### src/rtl/alu_pkg.sv
// Shared encodings for the sequential ALU: operation modes, FSM states and
// bit positions inside the Hack-style control word.
package alu_pkg;

  localparam logic [1:0] MODE_HACK = 2'b00;
  localparam logic [1:0] MODE_MUL  = 2'b01;
  localparam logic [1:0] MODE_SHL  = 2'b10;
  localparam logic [1:0] MODE_SRA  = 2'b11;

  typedef logic [1:0] state_t;
  localparam state_t ST_IDLE = 2'd0;
  localparam state_t ST_CALC = 2'd1;
  localparam state_t ST_DONE = 2'd2;

  // ctrl = {zx, nx, zy, ny, f, no}
  localparam int CTRL_ZX = 5;
  localparam int CTRL_NX = 4;
  localparam int CTRL_ZY = 3;
  localparam int CTRL_NY = 2;
  localparam int CTRL_F  = 1;
  localparam int CTRL_NO = 0;

endpackage

### src/rtl/hack_alu_core.sv
// Combinational Hack-style ALU: optional zero/invert on each operand,
// add or AND, optional output invert.
module hack_alu_core
  import alu_pkg::*;
#(
  parameter int WIDTH = 16
) (
  input  logic [WIDTH-1:0] x_i,
  input  logic [WIDTH-1:0] y_i,
  input  logic [5:0]       ctrl_i,
  output logic [WIDTH-1:0] res_o
);

  logic [WIDTH-1:0] x_z, x_n, y_z, y_n, f_out;

  assign x_z   = ctrl_i[CTRL_ZX] ? '0 : x_i;
  assign x_n   = ctrl_i[CTRL_NX] ? ~x_z : x_z;
  assign y_z   = ctrl_i[CTRL_ZY] ? '0 : y_i;
  assign y_n   = ctrl_i[CTRL_NY] ? ~y_z : y_z;
  assign f_out = ctrl_i[CTRL_F] ? (x_n + y_n) : (x_n & y_n);
  assign res_o = ctrl_i[CTRL_NO] ? ~f_out : f_out;

endmodule

### src/rtl/seq_alu.sv
// Sequential ALU with valid/ready handshakes: single-cycle Hack/shift
// operations and an optional WIDTH-cycle signed shift-add multiplier.
module seq_alu
  import alu_pkg::*;
#(
  parameter int WIDTH  = 16,
  parameter int MUL_EN = 1
) (
  input  logic             clk,
  input  logic             rst,
  input  logic             in_valid,
  output logic             in_ready,
  input  logic [WIDTH-1:0] x,
  input  logic [WIDTH-1:0] y,
  input  logic [5:0]       ctrl,
  input  logic [1:0]       mode,
  output logic             out_valid,
  input  logic             out_ready,
  output logic [WIDTH-1:0] result,
  output logic             zr,
  output logic             ng,
  output logic             ovf
);

  localparam int SHAMT_W = $clog2(WIDTH);
  localparam int CNT_W   = $clog2(WIDTH);

  state_t             state_q, state_d;
  logic [WIDTH-1:0]   result_q, result_d;
  logic               zr_q, ng_q, ovf_q, ovf_d;
  logic [WIDTH-1:0]   hack_res;
  logic [SHAMT_W-1:0] shamt;
  logic               mul_load, mul_step, mul_last, mul_ovf;
  logic [2*WIDTH-1:0] mul_prod;

  hack_alu_core #(.WIDTH(WIDTH)) u_core (
    .x_i   (x),
    .y_i   (y),
    .ctrl_i(ctrl),
    .res_o (hack_res)
  );

  assign shamt = y[SHAMT_W-1:0];

  if (MUL_EN != 0) begin : g_mul
    logic [WIDTH-1:0]   x_q, y_q;
    logic [2*WIDTH-1:0] acc_q, acc_d, pp;
    logic [CNT_W-1:0]   cnt_q;

    // The multiplier MSB carries negative weight, so the last partial
    // product is subtracted rather than added.
    always_comb begin
      pp    = y_q[cnt_q] ? ({{WIDTH{x_q[WIDTH-1]}}, x_q} << cnt_q) : '0;
      acc_d = mul_last ? (acc_q - pp) : (acc_q + pp);
    end

    always_ff @(posedge clk or posedge rst) begin
      if (rst) begin
        x_q   <= '0;
        y_q   <= '0;
        acc_q <= '0;
        cnt_q <= '0;
      end else if (mul_load) begin
        x_q   <= x;
        y_q   <= y;
        acc_q <= '0;
        cnt_q <= '0;
      end else if (mul_step) begin
        acc_q <= acc_d;
        cnt_q <= cnt_q + CNT_W'(1);
      end
    end

    assign mul_last = (cnt_q == CNT_W'(WIDTH - 1));
    assign mul_prod = acc_d;
  end else begin : g_no_mul
    assign mul_last = 1'b1;
    assign mul_prod = '0;
  end

  assign mul_ovf = (mul_prod[2*WIDTH-1:WIDTH] != {WIDTH{mul_prod[WIDTH-1]}});

  always_comb begin
    // NOTE: every output of this block gets a default first, so no path
    // leaves a signal unassigned and no latch is inferred.
    state_d  = state_q;
    result_d = result_q;
    ovf_d    = ovf_q;
    mul_load = 1'b0;
    mul_step = 1'b0;
    case (state_q)
      ST_IDLE: begin
        if (in_valid) begin
          state_d = ST_DONE;
          ovf_d   = 1'b0;
          unique case (mode)
            MODE_HACK: result_d = hack_res;
            MODE_SHL:  result_d = x << shamt;
            MODE_SRA:  result_d = $signed(x) >>> shamt;
            MODE_MUL: begin
              if (MUL_EN != 0) begin
                mul_load = 1'b1;
                state_d  = ST_CALC;
              end else begin
                result_d = '0;
                ovf_d    = 1'b1;
              end
            end
          endcase
        end
      end
      ST_CALC: begin
        mul_step = 1'b1;
        if (mul_last) begin
          result_d = mul_prod[WIDTH-1:0];
          ovf_d    = mul_ovf;
          state_d  = ST_DONE;
        end
      end
      ST_DONE: begin
        if (out_ready) state_d = ST_IDLE;
      end
      default: state_d = ST_IDLE;
    endcase
  end

  // NOTE: state registers use non-blocking assignments so every flop samples
  // pre-edge values regardless of block evaluation order.
  always_ff @(posedge clk or posedge rst) begin
    if (rst) begin
      state_q  <= ST_IDLE;
      result_q <= '0;
      zr_q     <= 1'b1;
      ng_q     <= 1'b0;
      ovf_q    <= 1'b0;
    end else begin
      state_q  <= state_d;
      result_q <= result_d;
      zr_q     <= (result_d == '0);
      ng_q     <= result_d[WIDTH-1];
      ovf_q    <= ovf_d;
    end
  end

  assign in_ready  = (state_q == ST_IDLE);
  assign out_valid = (state_q == ST_DONE);
  assign result    = result_q;
  assign zr        = zr_q;
  assign ng        = ng_q;
  assign ovf       = ovf_q;

endmodule

### config.mk
export PLATFORM = sky130hd
export DESIGN_NAME = seq_alu
export DESIGN_NICKNAME = d
export VERILOG_FILES = /design/src/rtl/alu_pkg.sv /design/src/rtl/hack_alu_core.sv /design/src/rtl/seq_alu.sv
export SDC_FILE = /design/constraint.sdc
export NUM_CORES = 1
export LEC_CHECK = 0
export BUFFER_PORTS_ARGS = -buffer_cell sky130_fd_sc_hd__buf_4
export CELL_PAD_IN_SITES_DETAIL_PLACEMENT = 1
export CELL_PAD_IN_SITES_GLOBAL_PLACEMENT = 2
export CORE_MARGIN = 1.5
export CORE_UTILIZATION = 39
export CTS_BUF_LIST = sky130_fd_sc_hd__clkbuf_4
export CTS_CLUSTER_DIAMETER = 150
export DETAILED_ROUTE_END_ITERATION = 10
export PLACE_DENSITY_LB_ADDON = 0.1
export SLEW_MARGIN = 20
export SYNTH_ARGS = -nofsm -noshare
export SYNTH_HDL_FRONTEND = slang
export SYNTH_SLANG_ARGS = --single-unit
### constraint.sdc
create_clock -name clk -period 7.2 [get_ports clk]
set_input_delay 1.08 -clock clk [delete_from_list [all_inputs] [get_ports clk]]
set_output_delay 1.08 -clock clk [all_outputs]
set_load 0.02 [all_outputs]
Word level (Yosys, flattened, before mapping) --
Index checks and enable logic that the tools add are counted.
Word-level totals: flip-flop bits (word level) 89, bits of input ports 44, output and inout port bits 21, word-level logic and storage cells 68
Cells by class: $add $sub $neg 4, $lt $le $gt $ge 1, equal/unequal tests 10, shifts and indexed selects 3, mux-type cells 30, bitwise gates (word level) 4, reduce and logical (&&, ||, !) cells 7
Operators with widths (number):
- 2-to-1 mux 16 bit | 8
- 2-to-1 mux 32 bit | 4
- one-hot mux 16 bit (4 select lines) | 1
- inverter 16 bit | 3
- adder 32 bit | 1
- one-hot mux 16 bit (2 select lines) | 1
- left shift 32 x 4 -> 32 bit | 1
- subtractor 32 bit | 1
- adder 16 bit | 1
- AND 16 bit | 1
- zero test 16 bit | 1
- != test 16 bit | 1
- left shift 16 x 4 -> 16 bit | 1
- >>> shifter 16 x 4 -> 16 bit | 1
- 2-to-1 mux 2 bit | 4
- 2-to-1 mux 4 bit | 2
- 2-to-1 mux 1 bit | 7
- equality test 2 bit (second input constant) | 3
- one-hot mux 2 bit (3 select lines) | 1
- AND reduction 3 bit | 2
- < comparator 4 x 5 -> 1 bit (second input constant) | 1
- adder 4 x 1 -> 4 bit (second input constant) | 1
- binary-select mux 1 bit (select 4 bit) | 1
- equality test 2 x 1 -> 1 bit (second input constant) | 2
- 6 further kinds | 9

Logic depth before layout (Yosys ltp) --
Gate-level depths: netlist of run 1.
word-level depth 11, mapped depth 27, depth with buffers taken out 23

By module --
A second synthesis of run 1 with hierarchy kept.
Unflattened totals: cells, all modules 1360, area total of the unflattened synthesis 10826.6 um^2
Modules (own cells, without submodules):
- seq_alu | times used 1, cells each 1121, area an instance 9076.2 um^2, seq. area each 2203.4 um^2
- hack_alu_core | times used 1, cells each 239, area an instance 1750.4 um^2, seq. area each 0.0 um^2

Worst setup path before layout of run 1 --
OpenSTA, ideal clock, no wires.
path type input port to flip-flop, start point input y[1], end point register zr_q, in the netlist zr, library setup time 64 ps, arrival time 5397 ps, required time 7136 ps, path slack 1739 ps, stages 18, buffers on the path 4, cell sequence buf_2 buf_2 buf_1 buf_2 nand2b_1 xnor2_1 ha_1 a21o_1 a21oi_1 o21ai_0 a2111oi_0 nor3_1 o21ai_0 a41oi_1 or4b_1 or4_1 nor3_2 and4b_1
Between the ends: word-level cells in the longest chain between the ends 11, elaborated cells on any way between the ends 14, those cells by class 1 x add/sub; 2 x shift; 7 x mux; 3 x bitwise; 1 x reduce/logical
Ends and longest elaborated chain:
- start, declared | line seq_alu.sv:14 | input logic [WIDTH-1:0] y,
- 2-to-1 mux 16 bit | line hack_alu_core.sv:18 | assign y_z = ctrl_i[CTRL_ZY] ? '0 : y_i;
- inverter 16 bit | line hack_alu_core.sv:19 | assign y_n = ctrl_i[CTRL_NY] ? ~y_z : y_z;
- 2-to-1 mux 16 bit | line hack_alu_core.sv:19
- adder 16 bit or AND 16 bit (tied branches) | line hack_alu_core.sv:20 | assign f_out = ctrl_i[CTRL_F] ? (x_n + y_n) : (x_n & y_n);
- 2-to-1 mux 16 bit | line hack_alu_core.sv:20
- inverter 16 bit | line hack_alu_core.sv:21 | assign res_o = ctrl_i[CTRL_NO] ? ~f_out : f_out;
- 2-to-1 mux 16 bit | line hack_alu_core.sv:21
- one-hot mux 16 bit (4 select lines) (*) | line seq_alu.sv:96 | unique case (mode)
- 2-to-1 mux 16 bit (*) | line seq_alu.sv:93 | if (in_valid) begin
- one-hot mux 16 bit (2 select lines) (*) | line seq_alu.sv:91 | case (state_q)
- zero test 16 bit (*) | line seq_alu.sv:139 | zr_q <= (result_d == '0);
- end signal, assigned | line seq_alu.sv:139
- end, declared | line seq_alu.sv:30 | logic zr_q, ng_q, ovf_q, ovf_d;
Every way passes the cells marked *; elsewhere a longest branch is shown, timed or not. A chain may end at the register's enable or synchronous reset.

Final worst setup path of run 1 --
start point register g_mul.cnt_q[0], end point register ovf_q, in the netlist ovf
Between the ends: word-level cells in the longest chain between the ends 8, elaborated cells on any way between the ends 13, those cells by class 2 x add/sub; 3 x eq/ne; 1 x shift; 6 x mux; 1 x reduce/logical
Ends and longest elaborated chain:
- start, declared | line seq_alu.sv:48 | logic [CNT_W-1:0] cnt_q;
- start signal, assigned | line seq_alu.sv:70 | cnt_q <= cnt_q + CNT_W'(1);
- binary-select mux 1 bit (select 4 bit) | line seq_alu.sv:53 | pp = y_q[cnt_q] ? ({{WIDTH{x_q[WIDTH-1]}}, x_q} << cnt_q) : '0;
- 2-to-1 mux 1 bit (not written as such) | line seq_alu.sv:53
- 2-to-1 mux 32 bit | line seq_alu.sv:53
- adder 32 bit or subtractor 32 bit (tied branches) | line seq_alu.sv:54 | acc_d = mul_last ? (acc_q - pp) : (acc_q + pp);
- 2-to-1 mux 32 bit | line seq_alu.sv:54
- != test 16 bit | line seq_alu.sv:81 | assign mul_ovf = (mul_prod[2*WIDTH-1:WIDTH] != {WIDTH{mul_prod[WIDTH-1]}});
- 2-to-1 mux 1 bit | line seq_alu.sv:114 | if (mul_last) begin
- one-hot mux 1 bit (2 select lines) | line seq_alu.sv:91
- end signal, assigned | line seq_alu.sv:141 | ovf_q <= ovf_d;
- end, declared | line seq_alu.sv:30
Several ways; a longest one is shown, not always the timed one. The select of a mux whose other input is x is not followed.

==> results.sh, run 1 <==
export IMPL_async_reset_ff_frac=1.000
export IMPL_start_util=0.3990
export IMPL_cp_required_ps=7610
export IMPL_worstSetupStartpointType="register"
export IMPL_rsz0062_at_grt="no"
export IMPL_via_count=10820
export IMPL_status="complete, no violations"
export IMPL_track_usage=0.2899
export IMPL_hold_viol_final=0
export IMPL_tritoncts="done"
export IMPL_crit_type="register to register"
export IMPL_clock_sinks=88
export IMPL_setup_viol=0
export IMPL_grt_max_degree=60
export IMPL_critPathCapture="ovf"
export IMPL_grt_pass1_wl_mm=64.87
export IMPL_yosysSeqAreaShare=0.1972
export IMPL_totalWireLength_mm=42.01
export IMPL_ys_ff_latch=88
export IMPL_worstReg2RegEnd="ovf"
export IMPL_core_um2=28010
export IMPL_die_y_um=172.3
export IMPL_grt_overflow=0
export IMPL_syn_to_final_growth_pct=7.210
export IMPL_worst_ep_arrival_time_ps=6980
export IMPL_path_max_fanout=27
export IMPL_clockBufferDepth=2
export IMPL_regArea_um2=2205
export IMPL_io_buffer_count=64
export IMPL_synthesis_nets=1460
export IMPL_clkTransAtPathRegs_ps=160
export IMPL_fin_tns_setup_ps=0
export IMPL_htreeDepth=3
export IMPL_ant_nets=0
export IMPL_rr_worst_depth=21
export IMPL_finalClockSkew_ps=47.93
export IMPL_yosys_warnings=0
export IMPL_reg2reg_from="g_mul.cnt_q[0]"
export IMPL_die_area_um2=29680
export IMPL_slew_violations=0
export IMPL_num_rows=61
export IMPL_rrSetupSlack_ps=630
export IMPL_worstMarginPinSlew_ps=929.8
export IMPL_nFillCells=3374
export IMPL_synth_edff_count=0
export IMPL_cts_buffers=9
export IMPL_die_w_um=172.3
export IMPL_multi_input_area_um2=8451
export IMPL_finalNetCount=1456
export IMPL_hpwl_mm=32.39
export IMPL_syn_mean_instance_area_um2=8.187
export IMPL_period_minus_slack_ps=6569
export IMPL_num_io_pins=65
export IMPL_hold_path_class="register to register"
export IMPL_cts_resized=0
export IMPL_crit_path_start="g_mul.cnt_q[0]"
export IMPL_whs_ps=522.5
export IMPL_ys_types=91
export IMPL_syn_instance_count=1365
export IMPL_synth_area_um2=11180
export IMPL_drv_cap=0
export IMPL_synth_flop_cell="dfrtp_1"
export IMPL_period_share=0.9124
export IMPL_drt_first_pass_iters=6
export IMPL_max_freq_mhz=152.2
export IMPL_maxSlewHeadroom=0.3754
export IMPL_drt_iter0_drc=889
export IMPL_antenna_found_initial=1
export IMPL_gp_congestion=0.9018
export IMPL_endpoint_kind="register"
export IMPL_cts_root_buf="clkbuf_4"
export IMPL_vias_per_cell=6.197
export IMPL_wl_per_cell_um=24.06
export IMPL_drive_above_1_share=0.1581
export IMPL_insertion_delay_ps=540
export IMPL_ctsHoldBuffers=0
export IMPL_cts_setup_buffers=0
export IMPL_drcViolationCount=0
export IMPL_grt_pass1_vias=10560
[layout make-up]
class                      instances  share of cell area
inverter                          32             0.01023
clock buffer                       9            0.005639
timing repair buffer              77             0.04825
tap                              378             0.03947
clock inverter                     7            0.006683
sequential                        88              0.1840
multi-input combinational       1153              0.7053
antenna                            2           0.0004177
[registers in the layout, indices dropped and copies added, names as in the netlist]
name,flops
result,15
ovf,1
g_mul.y_q,16
zr,1
g_mul.x_q,16
g_mul.cnt_q,4
ng,1
state_q,2
g_mul.acc_q,32
[layer usage]
metal  share of wire  vias up  track usage
met1            0.50     5427       0.4443
met4           0.011        0      0.04764
met2            0.43      290       0.4323
met5               0        -            0
met3           0.058       31      0.04074
li1                -     5072            -
[logic make-up after synthesis]
family	after synthesis	share of synthesized area
xor+xnor	98	0.07815
buf+inv	124	0.04792
compound gates	400	0.2372
simple gates	466	0.2014
fa+ha+maj	51	0.05844
flops	88	0.1972
mux	138	0.1797
[worst min path at each step]
stage	end	cells past startpoint	slack, ps	start
CTS	result[14]	2	500	rst
global route	result[14]	2	520	rst
finish	g_mul.acc_q[7]	1	520	g_mul.acc_q[7]
floorplan	g_mul.acc_q[31]	1	450	g_mul.acc_q[31]
global placement	g_mul.y_q[3]	1	490	g_mul.y_q[3]
detailed placement	g_mul.acc_q[7]	1	490	g_mul.acc_q[7]
[placed cells by master (no fill, tap or decap), types with 21 or more instances in the layout]
| cell type | n |
|---|---|
| nor2_1 | 106 |
| xnor2_1 | 75 |
| o22ai_1 | 23 |
| a21oi_1 | 100 |
| nand2b_1 | 42 |
| buf_4 | 77 |
| inv_1 | 30 |
| nand3_1 | 36 |
| mux2_2 | 52 |
| nor3_1 | 28 |
| dfrtp_1 | 86 |
| nand2_1 | 154 |
| ha_1 | 49 |
| mux2i_1 | 41 |
| a31oi_1 | 21 |
| a21o_1 | 25 |
| o21ai_0 | 81 |
| xor2_1 | 22 |
| mux4_2 | 41 |
| a211oi_1 | 23 |
[stage by stage]
stage / util / cell area, µm² / cells / setup slack, ps
after floorplan: - / 11180 / 1365 / 1739
after global placement: 0.4223 / 11830 / 1728 / 925.9
after detailed placement: 0.4223 / 11830 / 1728 / 748.6
after CTS: 0.4275 / 11980 / 1744 / 676.0
after global routing: 0.4277 / 11980 / 1745 / 187.8
final: 0.4277 / 11980 / 1746 / 630.7
[synthesized netlist by cell type (8+ instances only)]
library cell | n | area [µm²]
a211oi_1 | 23 | 172.7
a21o_1 | 25 | 187.7
a21oi_1 | 100 | 500.5
a31oi_1 | 21 | 131.4
and2_1 | 12 | 75.07
and3_1 | 10 | 62.56
buf_1 | 17 | 63.81
buf_2 | 10 | 50.05
clkbuf_1 | 57 | 214.0
dfrtp_1 | 87 | 2177
ha_1 | 49 | 613.1
inv_1 | 31 | 116.4
mux2_2 | 52 | 585.6
mux2i_1 | 41 | 410.4
mux4_2 | 41 | 923.4
nand2_1 | 154 | 578.1
nand2b_1 | 43 | 269.0
nand3_1 | 36 | 180.2
nand4_1 | 8 | 50.05
nor2_1 | 107 | 401.6
nor2b_1 | 19 | 118.9
nor3_1 | 28 | 140.1
o211ai_1 | 17 | 127.6
o21a_1 | 13 | 97.59
o21ai_0 | 81 | 405.4
o22ai_1 | 23 | 143.9
o31ai_1 | 8 | 60.06
xnor2_1 | 75 | 656.9
xor2_1 | 22 | 192.7
[worst max-delay path, stage by stage (launching register included)]
cell and delay, ps:
dfrtp_2 810, buf_4 400, mux4_2 610, mux2i_4 210, o41ai_1 170, a22oi_2 260, a41o_1 190, and3_1 220
nor2b_1 290, nand2_1 170, o21ai_0 120, nand2_1 90, a22oi_1 360, ha_1 420, a21o_1 250, a21oi_1 160
o21bai_1 140, o41ai_1 590, xor3_1 320, or4_1 470, a22oi_1 170, nor2_1 60
Power of run 1 is left out: the tool's default activity adds up to more than one toggle a clock period on the data nets, which glitch-free logic cannot reach.
==> run 2, diff against run 1 <==
--- a/config.mk
+++ b/config.mk
@@ -17,4 +17,5 @@
 export SLEW_MARGIN = 20
 export SYNTH_ARGS = -nofsm -noshare
 export SYNTH_HDL_FRONTEND = slang
+export SYNTH_HIERARCHICAL = 1
 export SYNTH_SLANG_ARGS = --single-unit
==> results.sh, run 2 <==
export IMPL_max_freq_mhz=150.4
export IMPL_cts_root_buf="clkbuf_4"
export IMPL_top_register="g_mul.acc_q"
export IMPL_worst_ep_arrival_time_ps=7020
export IMPL_tritoncts="done"
export IMPL_cts_setup_buffers=0
export IMPL_whs_ps=508.8
export IMPL_cp_slowest_cell="dfrtp_4"
export IMPL_synthTopCellsByCount="nand2_1 (217), nor2_1 (119), a21oi_1 (90)"
export IMPL_io_buffer_count=64
export IMPL_htreeDepth=3
export IMPL_pre_cts_slack_ps=331.3
export IMPL_slew_violations=0
export IMPL_via_count=10540
export IMPL_drcViolationCount=0
export IMPL_crit_buf_inv=0
export IMPL_yosysMostFrequentCell="nand2_1"
export IMPL_vias_per_cell=6.011
export IMPL_insertion_delay_ps=480
export IMPL_num_io_pins=65
export IMPL_busiest_layer="met2"
export IMPL_period_minus_slack_ps=6650
export IMPL_cp_cell_sequence="mux4_2, mux2i_1, o22ai_2, nor2_4, o2111ai_1, or4_4, a21oi_4, nand2_2, or2_1, o21ai_1, a22oi_1, ha_1, a21oi_1, nand2_1, or2_2, a211oi_1, a211oi_1, xor2_1, or4_1, or4_1, mux2i_1, a31oi_1"
export IMPL_die_w_um=169.6
export IMPL_top_regs="g_mul.acc_q: 32 flops, g_mul.x_q: 16 flops, g_mul.y_q: 16 flops"
export IMPL_status="complete, no violations"
export IMPL_clkTransAtPathRegs_ps=170
export IMPL_antenna_found_initial=1
export IMPL_maxSlewHeadroom=0.2937
export IMPL_die_y_um=169.6
export IMPL_core_um2=27100
export IMPL_multi_input_area_um2=8124
export IMPL_ys_types=95
export IMPL_rsz0062_at_grt="no"
export IMPL_regArea_um2=2207
export IMPL_grt_max_degree=51
export IMPL_path_delay_family="simple AND/OR/NAND/NOR gates"
export IMPL_largest_reg_flops=32
export IMPL_synth_area_um2=10830
export IMPL_reg2reg_from="g_mul.cnt_q[0]"
export IMPL_fin_tns_setup_ps=0
export IMPL_cp_slowest_stage_delay_ps=690
export IMPL_drive_above_1_share=0.1450
export IMPL_worstReg2RegEnd="ovf"
export IMPL_drv_cap=0
export IMPL_rrSetupSlack_ps=550
export IMPL_drt_first_pass_iters=5
export IMPL_gp_congestion=0.8798
export IMPL_wl_per_cell_um=22.56
export IMPL_synth_edff_count=0
export IMPL_worstSetupStartpointType="register"
export IMPL_ant_nets=0
export IMPL_final_common_cell="nand2_1"
export IMPL_fin_ws_ps=550.5
export IMPL_finalClockSkew_ps=25.00
export IMPL_yosys_top_cells_area="dfrtp_1 (20%), mux4_2 (7.9%), nand2_1 (7.5%), xnor2_1 (6.1%), ha_1 (5.7%)"
export IMPL_period_share=0.9235
export IMPL_worstMarginPinSlew_ps=1059
export IMPL_cts_buffers=9
export IMPL_hpwl_mm=30.69
export IMPL_synth_flop_cell="dfrtp_1"
export IMPL_rr_worst_depth=22
export IMPL_start_util=0.3995
export IMPL_grt_pass1_vias=10720
export IMPL_synth_top_cell_area_share=0.2011
export IMPL_ys_ff_latch=88
export IMPL_track_usage=0.2806
export IMPL_met3_usage=0.02775
export IMPL_cp_depth=22
export IMPL_use_met1=0.3588
export IMPL_drt_iter0_drc=833
export IMPL_path_max_fanout=26
export IMPL_syn_instance_count=1360
export IMPL_nFillCells=3338
export IMPL_async_reset_ff_frac=1.000
export IMPL_num_rows=60
export IMPL_layout_common_cells="nand2_1 (217), nor2_1 (118), a21oi_1 (90), buf_4 (87), dfrtp_1 (86)"
export IMPL_synthesis_nets=1455
export IMPL_clockBufferDepth=2
export IMPL_setup_viol=0
export IMPL_crit_path_start="g_mul.cnt_q[0]"
export IMPL_hold_path_class="register to register"
export IMPL_syn_to_final_growth_pct=8.459
export IMPL_critPathCapture="ovf"
export IMPL_grt_pass1_wl_mm=62.38
export IMPL_syn_mean_instance_area_um2=7.961
export IMPL_totalWireLength_mm=39.56
export IMPL_die_area_um2=28770
export IMPL_endpoint_kind="register"
export IMPL_yosys_warnings=6
export IMPL_grt_overflow=0
export IMPL_yosysSeqAreaShare=0.2035
export IMPL_finalNetCount=1469
export IMPL_gr_usage_met2=0.4872
export IMPL_hold_viol_final=0
export IMPL_yosysTopAreaCell="dfrtp_1"
export IMPL_cp_required_ps=7570
export IMPL_crit_type="register to register"
export IMPL_clock_sinks=88
## run 2: final cells by class
cell class,instances,share of cell area
Multi-Input combinational cell,1156,0.6918
Sequential cell,88,0.1880
Timing Repair Buffer,87,0.05562
Tap cell,372,0.03964
Inverter,32,0.01044
Clock inverter,6,0.007672
Clock buffer,10,0.006393
Antenna cell,2,0.0004262
## run 2: layer usage
metal,wire length [µm],vias to the layer above
met5,0,-
met4,1384,0
met3,1574,55
met2,19280,275
met1,17310,5219
li1,-,4989
## run 2: worst register-to-register path, cell delays in order, from the launching register on
cell and delay, ps:
dfrtp_4 690, mux4_2 600, mux2i_1 470, o22ai_2 260, nor2_4 170, o2111ai_1 170, or4_4 570, a21oi_4 240
nand2_2 90, or2_1 260, o21ai_1 150, a22oi_1 140, ha_1 360, a21oi_1 210, nand2_1 100, or2_2 280
a211oi_1 340, a211oi_1 130, xor2_1 190, or4_1 420, or4_1 420, mux2i_1 160, a31oi_1 100
## run 2: logic make-up (layout without fill, tap and decap cells)
kind of cell | count (synthesis) | count (layout) | share of synthesized area
simple gates | 534 | 534 | 0.2326
compound gates | 360 | 360 | 0.2184
buf+inv | 116 | 135 | 0.04704
mux | 112 | 112 | 0.1566
xor+xnor | 99 | 99 | 0.08147
flops | 88 | 88 | 0.2035
fa+ha+maj | 51 | 51 | 0.06033
other cells | 0 | 2 | 0
## run 2: timing repair
item	4_1_cts	5_1_grt
hold buffers	0	0
resized for setup	0	1
endpoints found under the setup margin	0	1
## run 2: metrics by stage
step	utilization	instances	cell area (µm²)
after floorplan	-	1360	10830
after global placement	0.4269	1735	11570
after global routing	0.4333	1753	11740
after CTS	0.4330	1751	11740
after detailed placement	0.4269	1735	11570
final	0.4333	1753	11740
## run 2: worst min path at each step
stage | slack (ps) | depth (start not counted) | startpoint | end
after floorplan | 440 | 2 | g_mul.y_q[10] | g_mul.y_q[10]
after global placement | 470 | 2 | g_mul.acc_q[31] | g_mul.acc_q[31]
after detailed placement | 470 | 2 | g_mul.acc_q[7] | g_mul.acc_q[7]
after CTS | 510 | 2 | g_mul.acc_q[7] | g_mul.acc_q[7]
after global routing | 550 | 2 | g_mul.y_q[3] | g_mul.y_q[3]
final | 510 | 2 | g_mul.acc_q[7] | g_mul.acc_q[7]
Power of run 2 is left out for the same reason.
